**src/rtl/rf_access_arbiter_pkg.sv**
```systemverilog
// Purpose: shared types/constants for the register-file access arbiter (state encoding, RF geometry).
// Latency: n/a (types and constants only).
// Backpressure: n/a. Ports: none.
package rf_ctrl_pkg;

  localparam int REG_COUNT  = 32;
  localparam int REG_ADDR_W = 5;
  localparam int WAIT_W     = 8;  // wait counter width, covers MAX_WAIT up to 255

  typedef enum logic [2:0] {
    ST_INIT,
    ST_IDLE,
    ST_PEND,
    ST_FORCE,
    ST_RESP
  } arb_state_t;

endpackage

```
**src/rtl/rf_access_arbiter_if.sv**
```systemverilog
// Purpose: bundles pipeline, debug and register-file port signals of the access arbiter.
// Latency: n/a (wires only). Backpressure: debug side holds dbg_req until dbg_ack.
// Ports: slave = arbiter side, master = environment side (pipeline/debug unit/register file).
interface rf_access_arbiter_if #(
  parameter int N = 32
);
  import rf_ctrl_pkg::*;

  // pipeline side
  logic                  wb_we;
  logic [REG_ADDR_W-1:0] wb_rd;
  logic [N-1:0]          wb_data;
  logic [REG_ADDR_W-1:0] id_rs2;
  logic                  id_rs2_used;
  // debug side
  logic                  dbg_req;
  logic                  dbg_we;
  logic [REG_ADDR_W-1:0] dbg_addr;
  logic [N-1:0]          dbg_wdata;
  logic                  dbg_ack;
  logic [N-1:0]          dbg_rdata;
  logic                  stall_req;
  // register file side
  logic                  rf_write_enable;
  logic [REG_ADDR_W-1:0] rf_reg_write;
  logic [N-1:0]          rf_write_data;
  logic [REG_ADDR_W-1:0] rf_reg_read2;
  logic [N-1:0]          rf_read_data_2;

  modport slave (
    input  wb_we, wb_rd, wb_data, id_rs2, id_rs2_used,
    input  dbg_req, dbg_we, dbg_addr, dbg_wdata,
    output dbg_ack, dbg_rdata, stall_req,
    output rf_write_enable, rf_reg_write, rf_write_data, rf_reg_read2,
    input  rf_read_data_2
  );

  modport master (
    output wb_we, wb_rd, wb_data, id_rs2, id_rs2_used,
    output dbg_req, dbg_we, dbg_addr, dbg_wdata,
    input  dbg_ack, dbg_rdata, stall_req,
    input  rf_write_enable, rf_reg_write, rf_write_data, rf_reg_read2,
    output rf_read_data_2
  );

endinterface

```
**src/rtl/rf_access_arbiter_init_sweep.sv**
```systemverilog
// Purpose: post-reset sweep counter 1..31 giving the register index to zero and a done flag.
// Latency: one index per enabled cycle, done is combinational on the final index.
// Backpressure: none; counter parks on the last index until the next reset.
// Ports: clk, rst_n, en (sweep active), done, addr (register being zeroed).
module rf_init_sweep
  import rf_ctrl_pkg::*;
(
  input  logic                  clk,
  input  logic                  rst_n,
  input  logic                  en,
  output logic                  done,
  output logic [REG_ADDR_W-1:0] addr
);

  logic [REG_ADDR_W-1:0] cnt;

  always_ff @(posedge clk or negedge rst_n) begin
    if (!rst_n) begin
      cnt <= REG_ADDR_W'(1);
    end else if (en && !done) begin
      cnt <= cnt + 1'b1;
    end
  end

  assign done = (cnt == REG_ADDR_W'(REG_COUNT - 1));
  assign addr = cnt;

endmodule

```
**src/rtl/rf_access_arbiter.sv**
```systemverilog
// Purpose: shares the RF write port and read port 2 between pipeline (priority) and debug requests.
// Latency: debug access one cycle after dbg_req is sampled, dbg_ack the cycle after; stall after MAX_WAIT deferrals.
// Backpressure: dbg_req held until dbg_ack; stall_req freezes the pipeline when a debug access starves.
// Ports: clk, rst_n, bus (rf_access_arbiter_if.slave). Macro RF_INIT_SWEEP_EN adds a post-reset zeroing sweep of x1..x31.
module rf_access_arbiter
  import rf_ctrl_pkg::*;
#(
  parameter int N        = 32,
  parameter int MAX_WAIT = 8
) (
  input logic                clk,
  input logic                rst_n,
  rf_access_arbiter_if.slave bus
);

  localparam logic [WAIT_W-1:0] WAIT_LIMIT = WAIT_W'(MAX_WAIT);
  localparam logic [WAIT_W-1:0] WAIT_SAT   = '1;
`ifdef RF_INIT_SWEEP_EN
  localparam arb_state_t RESET_STATE = ST_INIT;
`else
  localparam arb_state_t RESET_STATE = ST_IDLE;
`endif

  arb_state_t            state, state_d;
  logic                  req_we;
  logic [REG_ADDR_W-1:0] req_addr;
  logic [N-1:0]          req_wdata;
  logic [WAIT_W-1:0]     wait_cnt, wait_inc;
  logic [N-1:0]          rdata_q;
  logic                  slot_free, access;
  logic                  ack, stall, we;
  logic [REG_ADDR_W-1:0] wa, ra;
  logic [N-1:0]          wd;

  // The port the pending request needs is free when its pipeline owner is idle.
  assign slot_free = req_we ? !bus.wb_we : !bus.id_rs2_used;
  assign wait_inc  = (wait_cnt == WAIT_SAT) ? wait_cnt : wait_cnt + 1'b1;

`ifdef RF_INIT_SWEEP_EN
  logic                  sweep_done;
  logic [REG_ADDR_W-1:0] sweep_addr;

  rf_init_sweep u_sweep (
    .clk  (clk),
    .rst_n(rst_n),
    .en   (state == ST_INIT),
    .done (sweep_done),
    .addr (sweep_addr)
  );
`endif

  always_comb begin
    state_d = state;
    access  = 1'b0;
    ack     = 1'b0;
    stall   = 1'b0;
    we      = bus.wb_we;
    wa      = bus.wb_rd;
    wd      = bus.wb_data;
    ra      = bus.id_rs2;
    case (state)
`ifdef RF_INIT_SWEEP_EN
      ST_INIT: begin
        stall = 1'b1;
        // Port stays a passthrough while reset is held; sweep writes only once released.
        if (rst_n) begin
          we = 1'b1;
          wa = sweep_addr;
          wd = '0;
        end
        if (sweep_done) state_d = ST_IDLE;
      end
`endif
      ST_IDLE: begin
        if (bus.dbg_req) state_d = ST_PEND;
      end
      ST_PEND, ST_FORCE: begin
        stall = (state == ST_FORCE);
        if (slot_free) begin
          access  = 1'b1;
          state_d = ST_RESP;
          if (req_we) begin
            // x0 is hardwired; the access completes but nothing is written.
            we = (req_addr != '0);
            wa = req_addr;
            wd = req_wdata;
          end else begin
            ra = req_addr;
          end
        end else if (wait_inc >= WAIT_LIMIT) begin
          state_d = ST_FORCE;
        end
      end
      ST_RESP: begin
        ack     = 1'b1;
        state_d = ST_IDLE;
      end
      default: state_d = ST_IDLE;
    endcase
  end

  always_ff @(posedge clk or negedge rst_n) begin
    if (!rst_n) begin
      state     <= RESET_STATE;
      req_we    <= 1'b0;
      req_addr  <= '0;
      req_wdata <= '0;
      wait_cnt  <= '0;
      rdata_q   <= '0;
    end else begin
      state <= state_d;
      if (state == ST_IDLE && bus.dbg_req) begin
        req_we    <= bus.dbg_we;
        req_addr  <= bus.dbg_addr;
        req_wdata <= bus.dbg_wdata;
        wait_cnt  <= '0;
      end else if ((state == ST_PEND || state == ST_FORCE) && !slot_free) begin
        wait_cnt <= wait_inc;
      end
      if (access && !req_we) begin
        rdata_q <= (req_addr == '0) ? '0 : bus.rf_read_data_2;
      end
    end
  end

  assign bus.dbg_ack         = ack;
  assign bus.dbg_rdata       = rdata_q;
  assign bus.stall_req       = stall;
  assign bus.rf_write_enable = we;
  assign bus.rf_reg_write    = wa;
  assign bus.rf_write_data   = wd;
  assign bus.rf_reg_read2    = ra;

endmodule
```
**src/flat_wrapper.sv**
```systemverilog
// flat-port wrapper written by rule: the top's interface ports become plain ports
module rf_access_arbiter_flat import rf_ctrl_pkg::*;
#(
  parameter int N        = 32,
  parameter int MAX_WAIT = 8
)
  (clk, rst_n, bus_wb_we, bus_wb_rd, bus_wb_data, bus_id_rs2, bus_id_rs2_used, bus_dbg_req, bus_dbg_we, bus_dbg_addr, bus_dbg_wdata, bus_dbg_ack, bus_dbg_rdata, bus_stall_req, bus_rf_write_enable, bus_rf_reg_write, bus_rf_write_data, bus_rf_reg_read2, bus_rf_read_data_2);
  rf_access_arbiter_if #(.N(N)) bus_i ();
  input logic clk;
  input logic rst_n;
  input wire logic [$bits(bus_i.wb_we)-1:0] bus_wb_we;
  input wire logic [$bits(bus_i.wb_rd)-1:0] bus_wb_rd;
  input wire logic [$bits(bus_i.wb_data)-1:0] bus_wb_data;
  input wire logic [$bits(bus_i.id_rs2)-1:0] bus_id_rs2;
  input wire logic [$bits(bus_i.id_rs2_used)-1:0] bus_id_rs2_used;
  input wire logic [$bits(bus_i.dbg_req)-1:0] bus_dbg_req;
  input wire logic [$bits(bus_i.dbg_we)-1:0] bus_dbg_we;
  input wire logic [$bits(bus_i.dbg_addr)-1:0] bus_dbg_addr;
  input wire logic [$bits(bus_i.dbg_wdata)-1:0] bus_dbg_wdata;
  output wire logic [$bits(bus_i.dbg_ack)-1:0] bus_dbg_ack;
  output wire logic [$bits(bus_i.dbg_rdata)-1:0] bus_dbg_rdata;
  output wire logic [$bits(bus_i.stall_req)-1:0] bus_stall_req;
  output wire logic [$bits(bus_i.rf_write_enable)-1:0] bus_rf_write_enable;
  output wire logic [$bits(bus_i.rf_reg_write)-1:0] bus_rf_reg_write;
  output wire logic [$bits(bus_i.rf_write_data)-1:0] bus_rf_write_data;
  output wire logic [$bits(bus_i.rf_reg_read2)-1:0] bus_rf_reg_read2;
  input wire logic [$bits(bus_i.rf_read_data_2)-1:0] bus_rf_read_data_2;
  assign bus_i.wb_we = bus_wb_we;
  assign bus_i.wb_rd = bus_wb_rd;
  assign bus_i.wb_data = bus_wb_data;
  assign bus_i.id_rs2 = bus_id_rs2;
  assign bus_i.id_rs2_used = bus_id_rs2_used;
  assign bus_i.dbg_req = bus_dbg_req;
  assign bus_i.dbg_we = bus_dbg_we;
  assign bus_i.dbg_addr = bus_dbg_addr;
  assign bus_i.dbg_wdata = bus_dbg_wdata;
  assign bus_dbg_ack = bus_i.dbg_ack;
  assign bus_dbg_rdata = bus_i.dbg_rdata;
  assign bus_stall_req = bus_i.stall_req;
  assign bus_rf_write_enable = bus_i.rf_write_enable;
  assign bus_rf_reg_write = bus_i.rf_reg_write;
  assign bus_rf_write_data = bus_i.rf_write_data;
  assign bus_rf_reg_read2 = bus_i.rf_reg_read2;
  assign bus_i.rf_read_data_2 = bus_rf_read_data_2;
  rf_access_arbiter #(.N(N), .MAX_WAIT(MAX_WAIT)) u_core (.clk(clk), .rst_n(rst_n), .bus(bus_i));
endmodule
```
**config.mk**
```make
export PLATFORM = sky130hd
export DESIGN_NAME = rf_access_arbiter_flat
export DESIGN_NICKNAME = d
export VERILOG_FILES = /design/src/rtl/rf_access_arbiter_pkg.sv /design/src/rtl/rf_access_arbiter_if.sv /design/src/rtl/rf_access_arbiter_init_sweep.sv /design/src/rtl/rf_access_arbiter.sv /design/src/flat_wrapper.sv
export SDC_FILE = /design/constraint.sdc
export NUM_CORES = 1
export LEC_CHECK = 0
export BUFFER_PORTS_ARGS = -buffer_cell sky130_fd_sc_hd__buf_2
export CORE_MARGIN = 3
export CORE_UTILIZATION = 40
export DETAILED_ROUTE_END_ITERATION = 6
export PLACE_DENSITY = 0.71
export SLEW_MARGIN = 20
export SYNTH_ARGS = -nofsm -noshare
export SYNTH_HDL_FRONTEND = slang
export SYNTH_SLANG_ARGS = --single-unit
```
**constraint.sdc**
```tcl
create_clock -name clk -period 2.1 [get_ports clk]
set_clock_uncertainty 0.1 [all_clocks]
set_input_delay 0.21 -clock clk [delete_from_list [all_inputs] [get_ports clk]]
set_output_delay 0.21 -clock clk [all_outputs]
set_load 0.05 [all_outputs]
```
==> results_dict.tcl <==
set metrics [dict create \
    fin_ws_ps -27.3 \
    maxSlewViolCount 0 \
    top_layer "met4" \
    fillers 670 \
    reg2regPathDepth 7 \
    netlist_top_cells_area "dfrtp_1 52%, mux2_2 22%, nand2_1 8.2%" \
    fin_tns_setup_ps -460 \
    synth_largest_area_cell "dfrtp_1" \
    ios 194 \
    synth_commonest_cells "85 x nand2_1, 80 x dfrtp_1, 76 x mux2_2" \
    synth-main-ff-cell "dfrtp_1" \
    gp_congestion 0.829 \
    wl_met3_um 703 \
    grt_overflow 0 \
    grt_max_degree 43 \
    antenna_found_initial 0 \
    slew_headroom 0.640 \
    cts_tree "done" \
    syn_inst 351 \
    num_antenna_cells 0 \
    wl_met1_mm 5.21 \
    die_x_um 105 \
    synth-edff-count 0 \
    cts_buffers 9 \
    synth_cell_types 41 \
    period_needed_ps 2130 \
    ir_drop_mv 0.735 \
    dpl_cell_area_mm2 0.00504 \
    path_class "reg -> out" \
    wl_per_cell_um 18.5 \
    cp-start-kind "flip-flop" \
    powerDensity_mw_per_mm2 1300 \
    drc 0 \
    hp-class "in -> reg" \
    clk_latency_ps 340 \
    total_power_mw 8.57 \
    min_period_over_period 1.01 \
    track_usage 0.228 \
    io_buffers 193 \
    first_global_vias 4017 \
    async_reset_ff_frac 1.00 \
    setup_viol 31 \
    clk_pin_slew_ps 90 \
    netlist_area_mm2 0.00388 \
    core_mm2 0.00933 \
    routed_wl_mm 14.0 \
    reg2reg_to "u_core.bus.dbg_rdata[0]" \
    first_iter_violations 177 \
    min_to "u_core.req_wdata[11]" \
    ys_seq_elements 81 \
    worstPathArrival_ps 1820 \
    stdcell_area_mm2 0.00661 \
    violations "negative setup slack" \
    start_util 0.416 \
    seq_area_frac_synth 0.522 \
    dp_hpwl_mm 7.80 \
    h-tree-depth 3 \
    layout-drive-gt1-share 0.536 \
    hold_slack_ps 13.2 \
    p_leak_nw 3.18 \
    required_ps 1790 \
    area_growth_pct 70.1 \
    dieArea_mm2 0.0109 \
    grt_setup_unrepaired "yes" \
    hp-start "bus_dbg_wdata[11]" \
    worstMarginPinSlew_ps 540 \
    post-place-cells 663 \
    r2r-start "u_core.state[2]" \
    detailroute.wirelength.met2_mm 7.57 \
    final_core_util 0.709 \
    path_max_fanout 7 \
    grt_pass1_wl_mm 19.9 \
    firstDrtPassIters 4 \
    cts-root-buf "clkbuf_8" \
    cts.sinks 81 \
    die_y_um 105 \
    worstSetupEndpointType "primary output" \
    maxCapViolations 0 \
    synth_nets 469 \
    ant_nets 0 \
    synth_most_common_cell "nand2_1" \
    fin_cells 756 \
    fmax_mhz 470 \
    hold_viol 0 \
    cts_buffer_depth 2 \
    reg2reg_slack_ps 170 \
    viasPerCell 5.01 \
    synth_top_area_frac 0.515 \
    vias 3791 \
    synth-warning-count 0 \
    avgSynthCellArea_um2 11.1 \
    place_ws_ps 169 \
    nNetsFinal 740 \
    status "finished, violations left" \
    rows 35 \
    whs_path_depth 2 \
]
[cells by family (layout without fill, tap and decap cells)]
group / Yosys count / in the layout / share of synthesized area
fa+ha+maj: 1 / 1 / 0.00322
buf+inv: 22 / 298 / 0.0325
compound gates: 46 / 46 / 0.0670
simple gates: 119 / 119 / 0.140
xor+xnor: 1 / 1 / 0.00225
mux: 81 / 81 / 0.233
flops: 81 / 81 / 0.522
[worst max-delay path by stage]
stage	startpoint	endpoint	cells past startpoint
after detailed placement	u_core.state[2]	bus_rf_reg_read2[0]	5
after global placement	u_core.state[2]	bus_rf_reg_read2[4]	5
after global routing	u_core.state[2]	bus_rf_write_data[13]	5
final	u_core.state[2]	bus_rf_reg_write[0]	5
after floorplan	u_core.state[2]	bus_rf_reg_read2[0]	6
after CTS	u_core.state[2]	bus_rf_write_data[22]	4
[where the power goes]
part           leakage (nW)  switching (mW)  internal (mW)
Sequential            0.996           0.453           2.26
Combinational          2.10            2.81           1.97
Clock                0.0822           0.595          0.469
[area by class of cell]
class / instances / area, um^2 / share of cell area
Sequential cell: 81 / 2030 / 0.307
Timing Repair Buffer: 281 / 2330 / 0.353
Clock inverter: 5 / 40.0 / 0.00606
Tap cell: 129 / 161 / 0.0244
Multi-Input combinational cell: 248 / 1900 / 0.287
Inverter: 1 / 3.75 / 0.000568
Clock buffer: 11 / 141 / 0.0214
[registers in the layout, summed over array words and instances, names as in the netlist]
register              count
u_core.state              3
u_core.req_addr           5
u_core.req_wdata         32
u_core.req_we             1
u_core.bus.dbg_rdata     32
u_core.wait_cnt           8
[timing repair]
action                     4_1_cts  5_1_grt
hold endpoints to repair        91        2
setup endpoints to repair       43       43
pin swaps                        4        7
cloned                           2        6
gates resized for setup        100       60
buffers inserted                 7        8
hold buffers                    52        2
[layer usage]
| layer | global-route usage | vias up |
|---|---|---|
| li1 | - | 1755 |
| met2 | 0.421 | 154 |
| met4 | 0.0931 | 0 |
| met5 | 0 | - |
| met3 | 0.0513 | 42 |
| met1 | 0.251 | 1840 |
[placed cells by master, fill, tap and decap left out, drive strengths merged, types with 2 or more instances in the layout]
| cell type | n |
|---|---|
| buf | 222 |
| nand2 | 85 |
| dfrtp | 80 |
| mux2 | 76 |
| dlygate4sd3 | 54 |
| o21ai | 33 |
| clkbuf | 15 |
| nor2 | 7 |
| mux2i | 5 |
| nand3 | 4 |
| a31oi | 4 |
| nor2b | 3 |
| a21oi | 3 |
| clkinvlp | 3 |
| nand2b | 3 |
| o21bai | 2 |
| nor3b | 2 |
| and4 | 2 |
| nor4b | 2 |
| inv | 2 |
| or2 | 2 |
| a211oi | 2 |
[worst max-delay path: stages, from the launching register on]
cell	delay, ps
dfrtp_1	380
and4bb_4	320
buf_12	150
clkbuf_16	160
mux2_4	320
buf_8	150
Note: power is estimated with default switching activity, not from simulation.
